`src/rtl/seat_ctrl_pkg.sv`:
```
// Shared types and constants for the seat-table request scheduler.
package seat_ctrl_pkg;

  typedef enum logic [1:0] {IDLE, ISSUE, HOLD} state_t;
  typedef enum logic [1:0] {CMD_NOP, CMD_BAN, CMD_LIMIT, CMD_CLEAR} mgr_cmd_t;

  localparam int STUDENT_W = 32;
  localparam int SEAT_W    = 5;
  localparam int TIME_W    = 11;
  localparam int DAY_MIN   = 1440;

  localparam logic [1:0] BAN_NONE = 2'd2;

  // Pattern 3 has no meaning to the memory, so it is folded onto "no ban".
  function automatic logic [1:0] sanitize_ban(input logic [1:0] ban);
    return (ban == 2'd3) ? BAN_NONE : ban;
  endfunction

endpackage

```
`src/rtl/seat_clock.sv`:
```
// Free-running simulated wall clock: minutes since midnight, wrapping at one day.
module seat_clock
  import seat_ctrl_pkg::*;
#(
  parameter int TICKS_PER_MIN = 60
) (
  input  logic              clk,
  input  logic              rst_n,
  output logic [TIME_W-1:0] time_min
);

  localparam int TICK_W = (TICKS_PER_MIN > 1) ? $clog2(TICKS_PER_MIN) : 1;

  logic [TICK_W-1:0] tick_cnt;

  always_ff @(posedge clk or negedge rst_n) begin
    if (!rst_n) begin
      tick_cnt <= '0;
      time_min <= '0;
    end else if (tick_cnt == TICK_W'(TICKS_PER_MIN - 1)) begin
      tick_cnt <= '0;
      time_min <= (time_min == TIME_W'(DAY_MIN - 1)) ? '0 : time_min + TIME_W'(1);
    end else begin
      tick_cnt <= tick_cnt + TICK_W'(1);
    end
  end

endmodule

```
`src/rtl/seat_request_scheduler.sv`:
```
// Arbitrates kiosk and manager requests into single-cycle strobes on the seat-table command bus.
module seat_request_scheduler
  import seat_ctrl_pkg::*;
#(
  parameter int N_KIOSK       = 4,
  parameter int TICKS_PER_MIN = 60,
  parameter int DEFAULT_LIMIT = 120
) (
  input  logic                           clk,
  input  logic                           rst_n,
  input  logic [N_KIOSK-1:0]             kiosk_req,
  input  logic [N_KIOSK*STUDENT_W-1:0]   kiosk_student,
  input  logic [N_KIOSK*SEAT_W-1:0]      kiosk_seat,
  input  logic [N_KIOSK*2-1:0]           kiosk_state,
  output logic [N_KIOSK-1:0]             kiosk_gnt,
  input  logic                           mgr_req,
  input  logic [1:0]                     mgr_cmd,
  input  logic [1:0]                     mgr_ban,
  input  logic [TIME_W-1:0]              mgr_limit,
  output logic                           mgr_ack,
  output logic                           write_mem,
  output logic [1:0]                     write_set_mem,
  output logic                           rst_mem,
  output logic [STUDENT_W-1:0]           Student_No_mem,
  output logic [SEAT_W-1:0]              Seat_No_mem,
  output logic [1:0]                     Seat_State_mem,
  output logic [1:0]                     ban_mem,
  output logic [TIME_W-1:0]              limit_time_mem,
  output logic [TIME_W-1:0]              Time_mem
);

  localparam int IDX_W = (N_KIOSK > 1) ? $clog2(N_KIOSK) : 1;

  state_t                 state;
  logic [IDX_W-1:0]       rr_ptr;
  logic                   from_mgr;
  mgr_cmd_t               cmd_q;
  logic [1:0]             ban_q;
  logic [TIME_W-1:0]      limit_q;
  logic [STUDENT_W-1:0]   pay_student;
  logic [SEAT_W-1:0]      pay_seat;
  logic [1:0]             pay_state;

  logic                   pick_valid;
  logic [IDX_W-1:0]       pick_idx;
  logic [N_KIOSK-1:0]     pick_onehot;
  logic [IDX_W-1:0]       next_ptr;

  seat_clock #(.TICKS_PER_MIN(TICKS_PER_MIN)) u_clock (
    .clk      (clk),
    .rst_n    (rst_n),
    .time_min (Time_mem)
  );

  // Round-robin search: first requester at or after rr_ptr, wrapping.
  always_comb begin
    pick_valid  = 1'b0;
    pick_idx    = '0;
    pick_onehot = '0;
    for (int i = 0; i < N_KIOSK; i++) begin
      if (!pick_valid && kiosk_req[(int'(rr_ptr) + i) % N_KIOSK]) begin
        pick_valid = 1'b1;
        pick_idx   = IDX_W'((int'(rr_ptr) + i) % N_KIOSK);
      end
    end
    pick_onehot[pick_idx] = pick_valid;
    next_ptr = IDX_W'((int'(pick_idx) + 1) % N_KIOSK);
  end

  always_ff @(posedge clk or negedge rst_n) begin
    if (!rst_n) begin
      state          <= IDLE;
      rr_ptr         <= '0;
      from_mgr       <= 1'b0;
      cmd_q          <= CMD_NOP;
      ban_q          <= BAN_NONE;
      limit_q        <= '0;
      pay_student    <= '0;
      pay_seat       <= '0;
      pay_state      <= '0;
      kiosk_gnt      <= '0;
      mgr_ack        <= 1'b0;
      write_mem      <= 1'b0;
      write_set_mem  <= 2'd0;
      rst_mem        <= 1'b0;
      Student_No_mem <= '0;
      Seat_No_mem    <= '0;
      Seat_State_mem <= '0;
      ban_mem        <= BAN_NONE;
      limit_time_mem <= TIME_W'(DEFAULT_LIMIT);
    end else begin
      kiosk_gnt     <= '0;
      mgr_ack       <= 1'b0;
      write_mem     <= 1'b0;
      write_set_mem <= 2'd0;
      rst_mem       <= 1'b0;
      case (state)
        IDLE: begin
          if (mgr_req) begin
            from_mgr <= 1'b1;
            cmd_q    <= mgr_cmd_t'(mgr_cmd);
            ban_q    <= sanitize_ban(mgr_ban);
            limit_q  <= mgr_limit;
            state    <= ISSUE;
          end else if (pick_valid) begin
            from_mgr    <= 1'b0;
            kiosk_gnt   <= pick_onehot;
            pay_student <= kiosk_student[int'(pick_idx)*STUDENT_W +: STUDENT_W];
            pay_seat    <= kiosk_seat[int'(pick_idx)*SEAT_W +: SEAT_W];
            pay_state   <= kiosk_state[int'(pick_idx)*2 +: 2];
            rr_ptr      <= next_ptr;
            state       <= ISSUE;
          end
        end
        ISSUE: begin
          if (from_mgr) begin
            case (cmd_q)
              CMD_BAN: begin
                ban_mem       <= ban_q;
                write_set_mem <= 2'd1;
              end
              CMD_LIMIT: begin
                limit_time_mem <= limit_q;
                write_set_mem  <= 2'd2;
              end
              CMD_CLEAR: rst_mem <= 1'b1;
              default: ;
            endcase
          end else begin
            write_mem      <= 1'b1;
            Student_No_mem <= pay_student;
            Seat_No_mem    <= pay_seat;
            Seat_State_mem <= pay_state;
          end
          state <= HOLD;
        end
        // Strobes stay low here so the level-sensitive memory sees a clean gap.
        HOLD: begin
          mgr_ack <= from_mgr;
          state   <= IDLE;
        end
        default: state <= IDLE;
      endcase
    end
  end

endmodule

```
`config.mk`:
```
export PLATFORM = sky130hd
export DESIGN_NAME = seat_request_scheduler
export DESIGN_NICKNAME = d
export VERILOG_FILES = /design/src/rtl/seat_ctrl_pkg.sv /design/src/rtl/seat_clock.sv /design/src/rtl/seat_request_scheduler.sv
export SDC_FILE = /design/constraint.sdc
export NUM_CORES = 1
export LEC_CHECK = 0
export ABC_CLOCK_PERIOD_IN_PS = 4720
export BUFFER_PORTS_ARGS = -buffer_cell sky130_fd_sc_hd__buf_2
export CAP_MARGIN = 10
export CORE_MARGIN = 1.5
export CORE_UTILIZATION = 45
export DETAILED_ROUTE_END_ITERATION = 7
export GPL_ROUTABILITY_DRIVEN = 0
export GPL_TIMING_DRIVEN = 1
export PLACE_DENSITY = 0.72
export SYNTH_ARGS = -nofsm -noshare
export SYNTH_HDL_FRONTEND = slang
export SYNTH_SLANG_ARGS = --single-unit
```
`constraint.sdc`:
```
create_clock -name clk -period 4.72 [get_ports clk]
set_input_delay 0.472 -clock clk [delete_from_list [all_inputs] [get_ports clk]]
set_output_delay 0.472 -clock clk [all_outputs]
set_load 0.03 [all_outputs]
```
Word level (Yosys, flattened, before mapping)
Cells that the tools add are included.
{"block": "totals", "regBits": 137, "mem_bits_ro": 0, "mem_bits_rw": 0, "mem_count": 0, "latchBits": 0}
{"block": "classes", "magnitude_cmp": 6, "n_addsub": 6, "n_mux": 41, "n_reduce_logical": 18, "shifts": 3, "eq_ne": 9, "mul": 1, "n_bitwise": 6, "div": 0}
{"cell": "$shiftx A128 B8 Y32", "n": 1}
{"cell": "$mux W1", "n": 20}
{"cell": "$shiftx A20 B6 Y5", "n": 1}
{"cell": "$mux W2", "n": 9}
{"cell": "$lt A3 B4 Y1 const B", "n": 3}
{"cell": "$mux W4", "n": 3}
{"cell": "$add A11 B1 Y11 const B", "n": 1}
{"cell": "$eq A11 B11 Y1 const B", "n": 1}
{"cell": "$mux W11", "n": 1}
{"cell": "$reduce_and A3 Y1", "n": 3}
{"cell": "$bmux W1 S2", "n": 4}
{"cell": "$eq A2 B2 Y1 const B", "n": 4}
{"cell": "$pmux W2 S2", "n": 2}
{"cell": "$shiftx A8 B4 Y2", "n": 1}
{"cell": "$add A6 B1 Y6 const B", "n": 1}
{"cell": "$eq A6 B6 Y1 const B", "n": 1}
{"cell": "$lt A2 B3 Y1 const B", "n": 2}
{"cell": "$mux W6", "n": 1}
{"cell": "$reduce_and A2 Y1", "n": 3}
{"cell": "$reduce_or A2 Y1", "n": 3}
{"cell": "$mul A2 B3 Y5 const B", "n": 1}
{"cell": "$add A2 B1 Y2 const B", "n": 2}
{"cell": "$add A2 B2 Y2 const B", "n": 2}
{"cell": "$and A4 B4 Y4", "n": 1}
{"cell": "other kinds (10)", "n": 19}

Logic depth before layout (Yosys ltp)
{"block": "logic_depth", "ltp_word": 22, "mapped_depth": 8, "depth_no_buf": 6}

By module
Synthesis repeated with hierarchy kept, for this count alone.
{"block": "hier_totals", "cells_unflattened": 594, "area_unflattened_um2": 6656.4}
{"module": "seat_request_scheduler", "area_each_um2": 5811.8, "n_inst": 1, "cells_each": 508, "seq_area_each_um2": 3010.4}
{"module": "seat_clock", "area_each_um2": 844.6, "n_inst": 1, "cells_each": 86, "seq_area_each_um2": 425.4}

Least setup slack after synthesis
OpenSTA, ideal clock, no wires.
{"block": "synth_timing", "path_kind": "register to register", "startpoint": "register u_clock.time_min[0]", "endpoint": "register u_clock.time_min[10]", "n_path_buf": 0, "arrival_time_ns": 1.647, "path_stages_with_launch": 7, "path_slack_ns": 2.936, "t_required_ns": 4.583, "path_cell_list": "dfrtp_1 -> ha_1 -> nand4_1 -> nor4_1 -> nand2_1 -> nor3_1 -> nor2_1"}
{"block": "synth_via", "elab_chain_len": 2, "elab_cells_between_ends": 3, "classes_between": "1 x add/sub; 1 x eq/ne; 1 x mux"}
{"element": "start, declared", "line": "seat_clock.sv:9", "source": "output logic [TIME_W-1:0] time_min"}
{"element": "start signal, assigned", "line": "seat_clock.sv:22", "source": "time_min <= (time_min == TIME_W'(DAY_MIN - 1)) ? '0 : time_min + TIME_W'(1);"}
{"element": "$add A11 B1 Y11 or $eq A11 B11 Y1 (tied branches)", "line": "seat_clock.sv:22"}
{"element": "$mux W11 (*)", "line": "seat_clock.sv:22"}
Every way passes the cells marked *; elsewhere a longest branch is shown, timed or not.
A chain may end at the register's enable or synchronous reset.

Final worst setup path
{"block": "layout_timing", "startpoint": "register state[1]", "endpoint": "register pay_student[28]"}
{"block": "layout_via", "elab_chain_len": 2}
{"element": "start, declared", "line": "seat_request_scheduler.sv:34", "source": "state_t state;"}
{"element": "start signal, assigned", "line": "seat_request_scheduler.sv:72", "source": "state <= IDLE;"}
{"element": "start signal, assigned", "line": "seat_request_scheduler.sv:104", "source": "state <= ISSUE;"}
{"element": "start signal, assigned", "line": "seat_request_scheduler.sv:112", "source": "state <= ISSUE;"}
{"element": "$logic_not A2 Y1", "line": "seat_request_scheduler.sv:97", "source": "case (state)"}
{"element": "$reduce_and A3 Y1 (no line)"}
{"element": "end signal, assigned", "line": "seat_request_scheduler.sv:108", "source": "pay_student <= kiosk_student[int'(pick_idx)*STUDENT_W +: STUDENT_W];"}
{"element": "end, declared", "line": "seat_request_scheduler.sv:40", "source": "logic [STUDENT_W-1:0] pay_student;"}
No other way between the ends.

==> flow_summary.yaml <==
power:
  leakagePower_nw: 3.96
  p_per_area_mw_per_mm2: 662
  p_sw_mw: 2.16
  power_frac_comb_pct: 40.6
  irDropWorstVdd_uv: 317
  p_int_mw: 3.43
  clkPwrFrac_pct: 24.2
  seq_power_share_pct: 35.2
  switching_share_pct: 38.6
  p_total_mw: 5.59
routing:
  viasPerCell: 5.50
  ant_nets: 0
  vias: 5542
  drt-total-wl_um: 17500
  drc_errors: 0
  drt_iter0_markers: 186
  avgRoutedWirePerCell_um: 17.4
  drt_pass1_iterations: 4
sta:
  setup_viol: 0
  hold_viol_final: 0
  rsz0062_at_grt: "no"
  tns_ns: 0
  fin_crit_sh_pct: 60.9
  max_freq_mhz: 348
  fin_skew_ns: 0.00804
  finalMaxSlewViolations: 0
  worst-slew-pin-transition_ns: 1.18
  max-slew-margin-rel_pct: 21.4
  fin_crit_ns: 2.88
setup_path:
  rrSetupSlack_ns: 1.84
  cp_slowest_cell: "nor2_4"
  crit_chain: "nor3_1, nand2_2, nor2_4, a311oi_1"
  required_ns: 4.94
  critPathLaunchType: "flip-flop"
  critPathMaxFanout: 42
  cpPeakStageDelay_ns: 1.04
  worst_r2r_endpoint: "pay_student[28]"
  r2r-start: "state[1]"
  cp-end-kind: "flip-flop"
  worstRegToRegCells: 4
  cp.arrival_ns: 3.10
  crit_type: "flip-flop to flip-flop"
cts:
  cts-resized-gates: 0
  cts_tree: "built"
  cts_max_level: 4
  clk_latency_ns: 0.42
  clk_pin_slew_ns: 0.06
  cts_root_buf: "clkbuf_16"
  clk_path_buf_depth: 2
  cts_inserted_buffers: 17
  cts_setup_buffers: 0
  cts_hold_buf: 0
  clkSinkCount: 137
finish:
  layout_commonest_cell: "buf_2"
  design_area_mm2: 0.00845
  antenna_cells: 0
  drive_gt1_share_pct: 47.9
  area_delta_synth_final_pct: 28.7
  mostFrequentLayoutCells: "248 x buf_2, 131 x dfrtp_1, 90 x nand2_1"
  nets: 994
yosys:
  synthSimpleGateAreaFrac_pct: 16.0
  yosysWarningCount: 0
  synth_xor_area_share_pct: 1.60
  synthAdderAreaFrac_pct: 0.381
  synth.distinct_cells: 48
  syn_inst: 588
  ys_seq_area_share_pct: 52.3
  syn_nets: 768
  syn_area_per_cell_um2: 11.2
  synth_top_family_by_area: "simple AND/OR/NAND/NOR gates"
  ys_ff_latch: 137
  syn_area_mm2: 0.00656
  synthMuxAreaShare_pct: 11.6
  synth_compound_area_share_pct: 14.0
die:
  boundaryPins: 250
  die_height_um: 124
  dieArea_mm2: 0.0153
  die_x_um: 124
  rows: 43
  start_util_pct: 46.7
  coreArea_mm2: 0.0140
global_routing:
  grt_pass1_vias: 5654
  overflow: 0
  grt_pass1_wl_um: 27700
  grt_max_degree: 93
  antenna_found_initial: 0
  grt_usage_pct: 23.6
place:
  dp_hpwl_um: 12000
  io_buffers: 249
  placed_area_mm2: 0.00784
outcome:
  status: "finished clean"
flow_run:
  drv_cap: 0
min_path:
  min_path_type: "input pin to asynchronous set/reset pin"
==> metal layers <==
metal  part of all wire [%]  track usage, %
met4                    2.0            9.12
met5                      0               0
met2                     48            39.3
met3                    8.1            6.18
met1                     42            29.3
==> Yosys cell counts, drive strengths merged <==
cell     instances  area share [%]
a2111oi         39             6.1
a21boi           1            0.11
a21o             1            0.23
a21oi            2            0.15
a22o             1            0.13
a311oi          39             6.0
and2             3            0.31
and3            43             4.3
and3b            1            0.13
buf             25             2.4
clkbuf          22             1.4
dfrtp          131              50
dfstp            6             2.4
ha               2            0.38
inv              4            0.23
mux2            66              11
mux2i            2            0.31
nand2           92             5.3
nand2b           2            0.31
nand3            3            0.23
nand3b           1            0.11
nand4           10            0.95
nor2            59             3.4
nor2b            2            0.19
nor3             3            0.23
nor3b            1            0.19
nor4             1           0.095
o211ai           2            0.23
o21a             1            0.11
o21ai            7            0.53
o22a             2            0.31
o22ai            1           0.095
or4              1            0.17
xnor2            5            0.67
xor2             7            0.93
==> worst max-delay path by stage <==
| stage | slack (ns) | startpoint | cells after the start | end |
|---|---|---|---|---|
| 5_1_grt | 1.55 | state[1] | 4 | pay_student[28] |
| 3_3_place_gp | 1.83 | mgr_req | 5 | pay_student[2] |
| 2_1_floorplan | 2.94 | u_clock.time_min[0] | 6 | u_clock.time_min[10] |
| 4_1_cts | 1.79 | state[1] | 4 | pay_student[27] |
| 3_5_place_dp | 1.70 | mgr_req | 5 | pay_student[27] |
| 6_report | 1.84 | state[1] | 4 | pay_student[28] |
==> through the flow <==
stage / std cells / util (%) / hold WS [ns] / setup slack [ns]
after floorplan: 588 / - / 0.176 / 2.94
after global placement: 975 / 55.8 / 0.476 / 1.83
after detailed placement: 975 / 55.8 / 0.491 / 1.70
after CTS: 1007 / 60.1 / 0.161 / 1.79
after global routing: 1007 / 60.1 / 0.187 / 1.55
final: 1007 / 60.1 / 0.115 / 1.84
==> flip-flops by register name, summed over array words and instances (netlist names) <==
signal            flops
Seat_No_mem           5
Seat_State_mem        2
Student_No_mem       32
ban_mem               2
ban_q                 2
cmd_q                 2
from_mgr              1
kiosk_gnt             4
limit_q              11
limit_time_mem       11
mgr_ack               1
pay_seat              5
pay_state             2
pay_student          32
rr_ptr                2
rst_mem               1
state                 2
u_clock.tick_cnt      6
u_clock.time_min     11
write_mem             1
write_set_mem         2
==> final cells by class <==
class                      count  area (um2)
clock inverter                12         148
tap                          180         225
timing repair buffer         254        1290
clock buffer                  20         457
multi-input combinational    400        2880
sequential                   137        3440
inverter                       4        15.0
fill                        1160        5600
==> power groups by stage <==
| stage | clock network [mW] | logic [mW] | registers [mW] |
|---|---|---|---|
| floorplan | 0 | 1.23 | 2.39 |
| global placement | 0 | 2.23 | 1.96 |
| detailed placement | 0 | 2.29 | 1.98 |
| CTS | 1.38 | 2.29 | 1.97 |
| finish | 1.35 | 2.27 | 1.97 |
| global route | 1.43 | 2.47 | 2.04 |
==> cell families (layout without fill, tap and decap cells) <==
family	Yosys count	in the layout
XOR/XNOR	12	12
flip-flops	137	137
AO/OA/AOI/OAI	96	96
adder cells (fa/ha/maj)	2	2
buffers and inverters	51	290
AND/OR/NAND/NOR	222	222
multiplexers	68	68
==> worst max-delay path: cells and delay by family, from the launching register on <==
family             cells  cell delay (ns)
DFF                    1             0.42
AOI/OAI and AO/OA      1             0.23
and+or+nand+nor        3             2.00
No activity file was read; power rests on OpenSTA's default activity.
